--- src/rtl/watch_pkg.sv ---
// Shared types and constants for the stopwatch controller: FSM encoding,
// BCD digit limits, display positions and the digit-select helper.
package watch_pkg;

  typedef enum logic [1:0] {
    ST_IDLE  = 2'd0,
    ST_RUN   = 2'd1,
    ST_PAUSE = 2'd2,
    ST_LAP   = 2'd3
  } state_e;

  localparam logic [3:0] BCD_MAX9 = 4'd9;
  localparam logic [3:0] BCD_MAX5 = 4'd5;

  localparam logic [1:0] POS_CS_ONES  = 2'd0;
  localparam logic [1:0] POS_CS_TENS  = 2'd1;
  localparam logic [1:0] POS_SEC_ONES = 2'd2;
  localparam logic [1:0] POS_SEC_TENS = 2'd3;

  typedef struct packed {
    logic [3:0] sec_tens;
    logic [3:0] sec_ones;
    logic [3:0] cs_tens;
    logic [3:0] cs_ones;
  } bcd_time_t;

  function automatic logic [3:0] pick_digit(input bcd_time_t t, input logic [1:0] pos);
    logic [3:0] d;
    case (pos)
      POS_CS_ONES:  d = t.cs_ones;
      POS_CS_TENS:  d = t.cs_tens;
      POS_SEC_ONES: d = t.sec_ones;
      POS_SEC_TENS: d = t.sec_tens;
      default:      d = 4'd0;
    endcase
    return d;
  endfunction

endpackage

--- src/rtl/bcd_cnt.sv ---
// Single BCD digit counter with a programmable maximum; carry is high when
// the digit is enabled while sitting at its maximum (it rolls to zero).
module bcd_cnt
  import watch_pkg::*;
#(
  parameter logic [3:0] MAX = BCD_MAX9
) (
  input  logic       clk,
  input  logic       rst,
  input  logic       clr,
  input  logic       en,
  output logic [3:0] q,
  output logic       carry
);

  logic [3:0] q_r;

  // digit register: reset/clear to zero, step on enable
  always_ff @(posedge clk) begin
    if (rst) begin
      q_r <= 4'd0;
    end else if (clr) begin
      q_r <= 4'd0;
    end else if (en) begin
      if (q_r == MAX) begin
        q_r <= 4'd0;
      end else begin
        q_r <= q_r + 4'd1;
      end
    end else begin
      q_r <= q_r;
    end
  end

  assign q     = q_r;
  assign carry = en & (q_r == MAX);

endmodule

--- src/rtl/watch_ctrl.sv ---
// Stopwatch controller: start/stop/lap/clear FSM, 10 ms prescaler, SS.CC BCD
// time, lap latch and a 4-position multiplexed display driver.
module watch_ctrl
  import watch_pkg::*;
#(
  parameter int unsigned TICK_DIV = 500000,
  parameter int unsigned SCAN_DIV = 50000
) (
  input  logic       clk,
  input  logic       rst,
  input  logic       key_ss,
  input  logic       key_clr,
  input  logic       key_lap,
  output logic [1:0] sel,
  output logic [3:0] dig_val,
  output logic       dp_en,
  output logic       running,
  output logic       wrap
);

  localparam int TW = (TICK_DIV > 1) ? $clog2(TICK_DIV) : 1;
  localparam int SW = (SCAN_DIV > 1) ? $clog2(SCAN_DIV) : 1;

  state_e        state_r;
  state_e        next_state_s;
  logic          clr_time_s;
  logic          lap_load_s;
  logic          counting_s;
  logic          tick_s;
  logic [TW-1:0] presc_r;
  logic [SW-1:0] scan_r;
  logic          scan_step_s;
  logic [1:0]    sel_r;
  logic [1:0]    sel_nxt_s;
  logic [3:0]    carry_s;
  bcd_time_t     live_s;
  bcd_time_t     lap_r;
  bcd_time_t     disp_s;
  logic [3:0]    dig_val_r;
  logic          dp_en_r;
  logic          running_r;
  logic          wrap_r;

  // key precedence is ss > lap > clr, expressed by the if/else order
  always_comb begin
    next_state_s = state_r;
    clr_time_s   = 1'b0;
    lap_load_s   = 1'b0;
    case (state_r)
      ST_IDLE: begin
        if (key_ss) begin
          next_state_s = ST_RUN;
        end else begin
          next_state_s = ST_IDLE;
        end
      end
      ST_RUN: begin
        if (key_ss) begin
          next_state_s = ST_PAUSE;
        end else if (key_lap) begin
          next_state_s = ST_LAP;
          lap_load_s   = 1'b1;
        end else begin
          next_state_s = ST_RUN;
        end
      end
      ST_LAP: begin
        if (key_ss) begin
          next_state_s = ST_PAUSE;
        end else if (key_lap) begin
          next_state_s = ST_RUN;
        end else begin
          next_state_s = ST_LAP;
        end
      end
      ST_PAUSE: begin
        if (key_ss) begin
          next_state_s = ST_RUN;
        end else if (key_clr) begin
          next_state_s = ST_IDLE;
          clr_time_s   = 1'b1;
        end else begin
          next_state_s = ST_PAUSE;
        end
      end
      default: begin
        next_state_s = ST_IDLE;
      end
    endcase
  end

  // state register
  always_ff @(posedge clk) begin
    if (rst) begin
      state_r <= ST_IDLE;
    end else begin
      state_r <= next_state_s;
    end
  end

  assign counting_s = (state_r == ST_RUN) || (state_r == ST_LAP);
  assign tick_s     = counting_s && (presc_r == TW'(TICK_DIV - 1));

  // tick prescaler, frozen outside RUN/LAP so PAUSE keeps its phase
  always_ff @(posedge clk) begin
    if (rst || clr_time_s) begin
      presc_r <= '0;
    end else if (tick_s) begin
      presc_r <= '0;
    end else if (counting_s) begin
      presc_r <= presc_r + TW'(1);
    end else begin
      presc_r <= presc_r;
    end
  end

  bcd_cnt #(.MAX(BCD_MAX9)) u_cs_ones (
    .clk(clk), .rst(rst), .clr(clr_time_s), .en(tick_s),
    .q(live_s.cs_ones), .carry(carry_s[0])
  );
  bcd_cnt #(.MAX(BCD_MAX9)) u_cs_tens (
    .clk(clk), .rst(rst), .clr(clr_time_s), .en(carry_s[0]),
    .q(live_s.cs_tens), .carry(carry_s[1])
  );
  bcd_cnt #(.MAX(BCD_MAX9)) u_sec_ones (
    .clk(clk), .rst(rst), .clr(clr_time_s), .en(carry_s[1]),
    .q(live_s.sec_ones), .carry(carry_s[2])
  );
  bcd_cnt #(.MAX(BCD_MAX5)) u_sec_tens (
    .clk(clk), .rst(rst), .clr(clr_time_s), .en(carry_s[2]),
    .q(live_s.sec_tens), .carry(carry_s[3])
  );

  // lap latch captures the pre-tick live time
  always_ff @(posedge clk) begin
    if (rst) begin
      lap_r <= '0;
    end else if (lap_load_s) begin
      lap_r <= live_s;
    end else begin
      lap_r <= lap_r;
    end
  end

  // free-running scan divider and position counter
  always_ff @(posedge clk) begin
    if (rst) begin
      scan_r <= '0;
      sel_r  <= POS_CS_ONES;
    end else if (scan_step_s) begin
      scan_r <= '0;
      sel_r  <= sel_nxt_s;
    end else begin
      scan_r <= scan_r + SW'(1);
      sel_r  <= sel_r;
    end
  end

  assign scan_step_s = (scan_r == SW'(SCAN_DIV - 1));

  // digit is fetched for the upcoming sel so both land on the same edge
  always_comb begin
    if (scan_step_s) begin
      sel_nxt_s = sel_r + 2'd1;
    end else begin
      sel_nxt_s = sel_r;
    end
    if (state_r == ST_LAP) begin
      disp_s = lap_r;
    end else begin
      disp_s = live_s;
    end
  end

  // registered outputs
  always_ff @(posedge clk) begin
    if (rst) begin
      dig_val_r <= 4'd0;
      dp_en_r   <= 1'b0;
      running_r <= 1'b0;
      wrap_r    <= 1'b0;
    end else begin
      dig_val_r <= pick_digit(disp_s, sel_nxt_s);
      dp_en_r   <= (sel_nxt_s == POS_SEC_ONES);
      running_r <= (next_state_s == ST_RUN) || (next_state_s == ST_LAP);
      wrap_r    <= carry_s[3];
    end
  end

  assign sel     = sel_r;
  assign dig_val = dig_val_r;
  assign dp_en   = dp_en_r;
  assign running = running_r;
  assign wrap    = wrap_r;

endmodule

--- config.mk ---
export PLATFORM = sky130hd
export DESIGN_NAME = watch_ctrl
export DESIGN_NICKNAME = d
export VERILOG_FILES = /design/src/rtl/watch_pkg.sv /design/src/rtl/bcd_cnt.sv /design/src/rtl/watch_ctrl.sv
export SDC_FILE = /design/constraint.sdc
export NUM_CORES = 1
export LEC_CHECK = 0
export CAP_MARGIN = 30
export CELL_PAD_IN_SITES_DETAIL_PLACEMENT = 1
export CELL_PAD_IN_SITES_GLOBAL_PLACEMENT = 1
export CORE_ASPECT_RATIO = 1.4
export CORE_MARGIN = 8
export CORE_UTILIZATION = 46
export DETAILED_ROUTE_END_ITERATION = 8
export GPL_TIMING_DRIVEN = 0
export HOLD_SLACK_MARGIN = 0.08
export PLACE_DENSITY = 0.75
export RECOVER_POWER = 50
export SETUP_SLACK_MARGIN = 0.3
export SYNTH_ARGS = -nofsm -noshare
export SYNTH_HDL_FRONTEND = slang
export SYNTH_SLANG_ARGS = --single-unit
--- constraint.sdc ---
create_clock -name clk -period 2.49 [get_ports clk]
set_input_delay 0.3735 -clock clk [delete_from_list [all_inputs] [get_ports clk]]
set_output_delay 0.3735 -clock clk [all_outputs]
set_load 0.1 [all_outputs]
==> results of run 1 <==
worst paths after layout:
path | startpoint | to | slack, ns | cells after the start
hold / removal | lap_r[2]$_SDFFE_PP0P_ | lap_r[2]$_SDFFE_PP0P_ | 0.46 | 2
hold reg to reg | lap_r[2]$_SDFFE_PP0P_ | lap_r[2]$_SDFFE_PP0P_ | 0.46 | 2
setup reg to reg | presc_r[7]$_SDFFE_PP0P_ | u_sec_tens.q[3]$_SDFFE_PP0P_ | 0.22 | 6
setup / recovery | presc_r[7]$_SDFFE_PP0P_ | u_sec_tens.q[3]$_SDFFE_PP0P_ | 0.22 | 6
critical path, stage by stage (launching register included):
cell,delay [ns]
dfxtp_1,0.37
or4b_4,0.55
nor4_1,0.37
buf_4,0.23
nand3_2,0.13
or4_1,0.49
nand2_1,0.07
report_power, final:
group	switching [mW]	total (mW)	internal [mW]
Sequential	0.0120	1.25	1.24
Combinational	0.0770	0.109	0.0325
Clock	0.459	1.08	0.617
cells in the final DEF (no fill, tap or decap), types with 6 or more instances in the layout:
cell,instances
a21oi_1,25
a221oi_2,7
and3_1,13
buf_4,9
clkbuf_1,20
clkbuf_8,11
dfxtp_1,75
inv_1,8
mux2i_1,8
nand2_1,57
nand3_1,23
nand4_1,12
nor2_1,52
o21ai_0,6
xnor2_1,16
xor2_1,23
logic make-up after synthesis:
group                    Yosys count  synth area share (%)
flip-flops                        77                  43.8
XOR/XNOR                          39                  9.71
buffers and inverters             24                  2.74
multiplexers                      12                  4.84
AND/OR/NAND/NOR                  203                  29.2
adder cells (fa/ha/maj)            2                 0.711
AO/OA/AOI/OAI                     52                  9.03
layer usage:
layer	part of all wire, %	wire length (um)	up-vias	track usage (%)
met4	1.8	162	0	7.84
met5	0	0	-	0
met3	1.8	162	12	2.33
met1	46	4080	1491	19.6
met2	51	4520	25	29.4
li1	-	-	1500	-
flip-flops by register name, summed over array words and instances, names as in the netlist:
register	cells
state_r	1
lap_r	16
dp_en	1
presc_r	19
u_sec_tens.q	4
u_sec_ones.q	4
sel	2
wrap	1
u_cs_tens.q	4
dig_val	4
u_cs_ones.q	4
running	1
scan_r	16
timing repair:
| item | in CTS | in global routing |
|---|---|---|
| buffers inserted | 3 | 7 |
| gates resized for setup | 16 | 16 |
| pin swaps | 3 | 4 |
| hold endpoints to repair | 0 | 0 |
| hold buffers | 0 | 0 |
| setup endpoints to repair | 35 | 32 |
Yosys cell counts (2+ instances only):
cell / count
nand2_1: 57
buf_2: 2
mux2i_1: 8
a221oi_1: 8
nor2b_1: 4
a31oi_1: 2
dfxtp_1: 77
o211ai_1: 5
and3_1: 13
nor2_1: 53
and2_1: 5
a21oi_1: 25
mux4_2: 4
nor3_1: 2
and4_1: 5
nand3b_1: 3
nand4_1: 12
clkbuf_1: 13
xnor2_1: 16
o21ai_1: 3
inv_1: 8
or4_1: 2
xor2_1: 23
or4_4: 2
nor3b_1: 2
o21ai_0: 6
nand3_1: 24
or3_1: 5
ha_1: 2
nor4_1: 5
area by class of cell:
type / count / area share (%)
sequential: 77 / 37.5
clock buffer: 12 / 3.75
clock inverter: 4 / 1.70
tap: 97 / 2.94
timing repair buffer: 23 / 4.06
buffer: 16 / 1.70
inverter: 8 / 0.727
multi-input combinational: 308 / 47.7
==> results.cfg, run 1 <==
[routing]
route.detailed.drc = 0
wirelength_um = 8930
wl_per_cell_um = 16.4
vias = 3028
viasPerCell = 5.56
dr.pass1.iters = 4
route.antenna.remaining_nets = 0
drtIter0Drc = 109

[critical_path]
crit_required_ns = 2.78
cp-start-kind = register
critical_path_class = register to register
end_kind = register
arrival_ns = 2.56
path_max_fanout = 6

[final_layout]
fill_cells = 903
utilization_pct = 55.8
final_layout_size_suffix_gt1_share_pct = 12.5
multi_input_area_um2 = 1970
n_antenna_cell = 0
layout.cells.non_filler = 545
final_area_um2 = 4130
syn_to_final_growth_pct = 17.5
seq_area_um2 = 1550
nNetsFinal = 450

[die]
fp-row-count = 37
start_util_pct = 47.5
die_y_um = 119
io_pins = 14
die-area_um2 = 10700
core_area_um2 = 7410
die_w_um = 89.9

[placed_design]
dpl_worst_slack_ns = -0.00492
hpwl_um = 6300
place_area_um2 = 3770
io_buffers = 13
dp_cells = 519
place_congestion = 0.800

[clock_tree]
numCtsBuffers = 9
htree_levels = 3
clock_path_buffers = 2
cts_tree = done
path_clk_slew_ns = 0.08
cts_root_buf = clkbuf_8
clock_latency_ns = 0.35
numClockSinks = 77

[pwr]
p_total_mw = 2.44
leakage_nw = 1.49
power_density_nw_per_um2 = 590
vdd_drop_max_mv = 0.340

[sta]
setup_violations = 0
finClkSkew_ns = 0.00896
whs_ns = 0.456
fin_crit_sh_pct = 91.0
tns_ns = 0
timing.final.hold_violations = 0
timing.final.ws_setup_ns = 0.224
slew_headroom_pct = 21.9
max_freq_ghz = 0.441
slew_violations = 0
rsz0062_at_grt = true
worst_slew_pin_slew_ns = 1.18
period_needed_ns = 2.27

[worst_hold_path]
hold_class = register to register

[logic_synthesis]
synthCells = 409
ys_async_sr_fraction_pct = 0
yosysTopAreaCell = dfxtp_1
synth_area_per_cell_um2 = 8.60
synth_top_area_share_pct = 43.8
ys_ff_latch = 77
synth_nets = 416
ys.flop_type = dfxtp_1
netlist_area_um2 = 3520
synth.area.top_cells = dfxtp_1 (44%), nand2_1 (6.1%), xor2_1 (5.7%), nor2_1 (5.7%), xnor2_1 (4.0%)
synth.distinct_cells = 43
synth_edf_count = 0
ys_warn_count = 0
yosysSeqAreaShare_pct = 43.8

[outcome]
outcome = complete, no violations

[global_routing]
grt_pass1_wl_um = 14700
grt_pass1_vias = 3079
grt_usage_pct = 16.7
grt_max_degree = 13
antenna_found_initial = 0
grt-ovfl-total = 0

[run]
maxCapViolations = 0
No activity file was read; power rests on OpenSTA's default activity.
==> run 2: changes to the inputs <==
- CTS_CLUSTER_DIAMETER: not set -> 50
==> results of run 2 <==
No change in the layout: final DEF, timing and power equal those of run 1.
